File: config.mk
export PLATFORM = sky130hd
export DESIGN_NAME = branch_pc_unit
export DESIGN_NICKNAME = d
export VERILOG_FILES = /design/src/rtl/branch_pc_unit.sv
export SDC_FILE = /design/constraint.sdc
export NUM_CORES = 1
export LEC_CHECK = 0
export CAP_MARGIN = 20
export CORE_MARGIN = 3
export CORE_UTILIZATION = 41
export DETAILED_ROUTE_END_ITERATION = 8
export PLACE_DENSITY = 0.78
export SYNTH_ARGS = -nofsm -noshare
export SYNTH_HDL_FRONTEND = slang
export SYNTH_SLANG_ARGS = --single-unit
File: constraint.sdc
create_clock -name clk -period 3.9 [get_ports clk]
set_clock_uncertainty 0.05 [all_clocks]
set_input_delay 0.78 -clock clk [delete_from_list [all_inputs] [get_ports clk]]
set_output_delay 0.78 -clock clk [all_outputs]
set_load 0.005 [all_outputs]
File: src/rtl/branch_pc_unit.sv
// Program counter and next-PC resolution for the single-cycle MIPS core.
// Optional macro BRANCH_DELAY_SLOT_EN delays every redirect by one instruction (delay slot).
module branch_pc_unit #(
    parameter logic [31:0] RESET_PC = 32'h0000_3000
) (
    input  logic        clk,
    input  logic        reset,
    input  logic        stall,
    input  logic [2:0]  br_type,
    input  logic [1:0]  zero,
    input  logic [15:0] imm16,
    input  logic [25:0] j_index,
    input  logic [31:0] jr_target,
    output logic [31:0] pc,
    output logic [31:0] pc_plus4,
    output logic [31:0] link_addr,
    output logic        branch_taken,
    output logic        misalign_err
);

    localparam logic [2:0] BR_SEQ  = 3'b000;
    localparam logic [2:0] BR_BEQ  = 3'b001;
    localparam logic [2:0] BR_BNE  = 3'b010;
    localparam logic [2:0] BR_BGTZ = 3'b011;
    localparam logic [2:0] BR_BLEZ = 3'b100;
    localparam logic [2:0] BR_BLTZ = 3'b101;
    localparam logic [2:0] BR_J    = 3'b110;
    localparam logic [2:0] BR_JR   = 3'b111;

    localparam logic [1:0] FLAG_NEG  = 2'b00;
    localparam logic [1:0] FLAG_ZERO = 2'b01;
    localparam logic [1:0] FLAG_POS  = 2'b10;

    logic [31:0] pc_reg;
    logic        misalign_reg;
    logic [31:0] branch_offset;
    logic [31:0] target;
    logic        misalign_set;

    assign pc            = pc_reg;
    assign misalign_err  = misalign_reg;
    assign pc_plus4      = pc_reg + 32'd4;
    assign branch_offset = {{14{imm16[15]}}, imm16, 2'b00};
    assign misalign_set  = (br_type == BR_JR) && (jr_target[1:0] != 2'b00);

    // Flag 2'b11 matches none of the comparisons below, so conditionals fall through untaken.
    always_comb begin
        branch_taken = 1'b0;
        case (br_type)
            BR_SEQ:  branch_taken = 1'b0;
            BR_BEQ:  branch_taken = (zero == FLAG_ZERO);
            BR_BNE:  branch_taken = (zero == FLAG_NEG) || (zero == FLAG_POS);
            BR_BGTZ: branch_taken = (zero == FLAG_POS);
            BR_BLEZ: branch_taken = (zero == FLAG_NEG) || (zero == FLAG_ZERO);
            BR_BLTZ: branch_taken = (zero == FLAG_NEG);
            BR_J:    branch_taken = 1'b1;
            BR_JR:   branch_taken = 1'b1;
            default: branch_taken = 1'b0;
        endcase
    end

    always_comb begin
        target = pc_plus4 + branch_offset;
        case (br_type)
            BR_J:    target = {pc_plus4[31:28], j_index, 2'b00};
            BR_JR:   target = {jr_target[31:2], 2'b00};
            default: target = pc_plus4 + branch_offset;
        endcase
    end

`ifdef BRANCH_DELAY_SLOT_EN
    typedef enum logic {
        IDLE    = 1'b0,
        PENDING = 1'b1
    } ds_state_t;

    ds_state_t   state_reg;
    logic [31:0] pending_target_reg;

    assign link_addr = pc_reg + 32'd8;

    // A redirect seen while PENDING sits in the delay slot and is dropped.
    always_ff @(posedge clk) begin
        if (reset) begin
            pc_reg             <= RESET_PC;
            misalign_reg       <= 1'b0;
            state_reg          <= IDLE;
            pending_target_reg <= 32'd0;
        end else if (!stall) begin
            if (misalign_set) begin
                misalign_reg <= 1'b1;
            end
            case (state_reg)
                IDLE: begin
                    pc_reg <= pc_plus4;
                    if (branch_taken) begin
                        pending_target_reg <= target;
                        state_reg          <= PENDING;
                    end
                end
                PENDING: begin
                    pc_reg    <= pending_target_reg;
                    state_reg <= IDLE;
                end
                default: begin
                    pc_reg    <= pc_plus4;
                    state_reg <= IDLE;
                end
            endcase
        end
    end
`else
    logic [31:0] pc_next;

    assign link_addr = pc_plus4;
    assign pc_next   = branch_taken ? target : pc_plus4;

    always_ff @(posedge clk) begin
        if (reset) begin
            pc_reg       <= RESET_PC;
            misalign_reg <= 1'b0;
        end else if (!stall) begin
            pc_reg <= pc_next;
            if (misalign_set) begin
                misalign_reg <= 1'b1;
            end
        end
    end
`endif

endmodule

==> impl_results.md <==
* DIE WIDTH at 113 um
* RePlAce Congestion at 0.943
* Root Buffer: clkbuf_16
* Largest family of logic cells by synthesized area: compound AO/OA/AOI/OAI gates
* Global Route Usage Sum at 29.5%
* Core Footprint at 0.0110 mm^2
* Vias at 6,012
* ANT nets after route at 0
* CTS tree: yes
* PD cells at 260 mW/mm^2
* Post-synthesis simple-gate area fraction at 24.9%
* Setup_tns at 0 ns
* Largest register FFs at 30
* Die Ht at 113 um
* Startpoint Class: flop
* Routed wire per std cell at 19.8 um
* Multiplexer share of the synthesized area at 5.58%
* Leak pwr at 3.13 nW
* Port buffer count at 173
* WS Path Type: reg2reg
* Async SR Flop Fraction at 0%
* Vias per cell at 5.95
* Crit-path most repeated cell: buf_4
* Max-slew headroom at 49.8%
* CP Capture Type: flop
* Clock-pin slew on the worst setup and hold paths at 0.06 ns
* Final WL at 20,000 um
* Top_reg_cell synth: dfxtp_1
* Synthesized area at 0.00471 mm^2
* Post-synth cell types at 69
* Share of cells above drive strength 1 at 17.0%
* Compound-Gate Fraction of Synth Area at 27.9%
* Commonest non-fill, non-tap cell in the layout: clkdlybuf4s50_1
* Clock Latency Late Sink at 0.28 ns
* CP Data Arrival Time at 3.95 ns
* WP data required at 4.02 ns
* Hold WC Path Type: reg2reg
* Die area at 0.0128 mm^2
* Initial DRC count at 597
* Synth Area per Inst at 7.16 um^2
* Total gr overflow at 0
* Period utilization at 98.1%
* Final setup vio count at 0
* Layout Nets at 988
* Register area share after synthesis at 13.2%
* Slew @ Worst Pin at 0.751 ns
* Synth warn at 0
* Synth Area in XOR/XNOR at 8.37%
* Critical path peak fanout at 4
* Ant diodes at 0
* Final min period at 3.83 ns
* DRC viols at 0
* First-pass GRT wire length at 30,700 um
* Initial antenna violation count at 0
* Unrepaired setup endpoints after global routing: yes
* Fmax at 261 MHz
* # fillers at 959
* Post-synth EDFFs at 0
* Post-layout worst setup margin at 0.0740 ns
* Commonest cells after routing, fill and taps aside: clkdlybuf4s50_1, buf_4, nor2_1, a21oi_1, nand2_1
* Vias in the first global route at 5,860
* Final Max Tran Viols at 0
* Critical path cell sequence: nand4_1, buf_4, or4_4, nor3_4, buf_4, xor2_1, buf_4, ha_1, and3_4, a221o_1, a31oi_1, and3_1, nor4b_2, or3_1, a31o_2
* Final hold vios at 0
* Clock buffer depth at 2
* Pin count of the biggest net entering global routing at 37
* Pre-CTS setup slack at -0.0436 ns
* Slowest library cell on the worst path: or4_4
* CTS Buf Count at 5
* Post-Synth Adder-Cell Area at 9.99%
* Post-detailed-placement half-perimeter wirelength at 15,700 um
* FF+latch count, synth at 31
* Max VDD drop at 0.173 mV
* Status: completed
* Mapped Cells at 658
* Pre-antenna DRT Iters at 5
* Initial Util at 42.7%
* Critical Path Max Stage Delay at 0.45 ns
* I/O Pins at 180
* Max-cap violation count at 0
* Sink Count at 31
* H-tree levels at 2
* Area growth syn-to-layout at 54.5%
* Hold WS at 0.435 ns
* Core Rows at 38
routing by layer:
| metal | vias up | wire length (um) | part of all wire (%) | GRT usage, % |
|---|---|---|---|---|
| met2 | 296 | 9020 | 45 | 47.3 |
| met4 | 0 | 406 | 2.0 | 8.01 |
| met3 | 33 | 1910 | 9.5 | 4.81 |
| met1 | 2852 | 8690 | 43 | 40.9 |
| met5 | - | 0 | 0 | 0 |
| li1 | 2831 | - | - | - |
report_power, final:
group | internal, W | total (W) | switching (W)
logic | 0.000574 | 0.00112 | 0.000543
clock network | 0.000235 | 0.000383 | 0.000148
registers | 0.000350 | 0.000387 | 0.0000368
worst max-delay path: cells and delay by family (launching register included):
kind                       cells  cell delay [ns]
buffers and inverters          3             0.49
DFF                            1             0.34
AOI/OAI and AO/OA              3             0.78
and+or+nand+nor                7             1.64
adders and majority gates      1             0.26
xor gates and xnor gates       1             0.15
worst paths after layout:
kind	startpoint	endpoint	slack, ns	cells past startpoint
max	pc[4]	pc[30]	0.07	15
min	misalign_err	misalign_err	0.44	2
max reg2reg	pc[4]	pc[30]	0.07	15
min reg2reg	misalign_err	misalign_err	0.44	2
cells by family after synthesis:
group / count (synthesis)
fa+ha+maj: 37
buf+inv: 87
compound gates: 204
mux: 26
flops: 31
xor+xnor: 45
simple gates: 227
other cells: 1
metrics by stage:
| step | instances | power [W] | utilization, % | instance area (um^2) |
|---|---|---|---|---|
| after floorplan | 663 | 0.000953 | - | 4740 |
| after global placement | 1000 | 0.00144 | 62.8 | 6930 |
| after detailed placement | 1000 | 0.00146 | 62.8 | 6930 |
| after CTS | 1008 | 0.00184 | 64.1 | 7080 |
| after global routing | 1010 | 0.00199 | 65.9 | 7270 |
| final | 1010 | 0.00189 | 65.9 | 7270 |
repair_timing:
item | CTS | global route
hold buffers | 0 | 0
pin swaps | 0 | 11
buffers inserted | 0 | 2
endpoints found under the setup margin | 1 | 19
resized for setup | 3 | 38
synthesized netlist by cell type (5+ instances only):
| cell | count | area, um^2 |
|---|---|---|
| a31oi_1 | 12 | 75.1 |
| nor4_1 | 6 | 37.5 |
| and3_1 | 13 | 81.3 |
| and4_1 | 7 | 61.3 |
| xor2_1 | 17 | 149 |
| mux2i_1 | 24 | 240 |
| and2_1 | 5 | 31.3 |
| nand2b_1 | 8 | 50.1 |
| inv_1 | 20 | 75.1 |
| o211ai_1 | 9 | 67.6 |
| buf_1 | 5 | 18.8 |
| xnor2_1 | 28 | 245 |
| or3_1 | 6 | 37.5 |
| clkbuf_1 | 24 | 90.1 |
| dfxtp_1 | 31 | 621 |
| nand2_1 | 45 | 169 |
| nor3_1 | 19 | 95.1 |
| o21ai_0 | 41 | 205 |
| buf_4 | 36 | 270 |
| a211oi_1 | 13 | 97.6 |
| nand4_1 | 14 | 87.6 |
| a21oi_1 | 59 | 295 |
| nand3_1 | 23 | 115 |
| ha_1 | 36 | 450 |
| nor2_1 | 58 | 218 |
| a21o_1 | 16 | 120 |
layout make-up:
class                           instances  area (um^2)  share of cell area [%]
Sequential cell                        31          623                    8.57
Multi-Input combinational cell        545         3840                    52.8
Timing Repair Buffer                  265         2420                    33.2
Inverter                               21         78.8                    1.08
Tap cell                              140          175                    2.41
Clock inverter                          2         12.5                   0.172
Clock buffer                            6          129                    1.77
No activity file was read; power rests on OpenSTA's default activity.
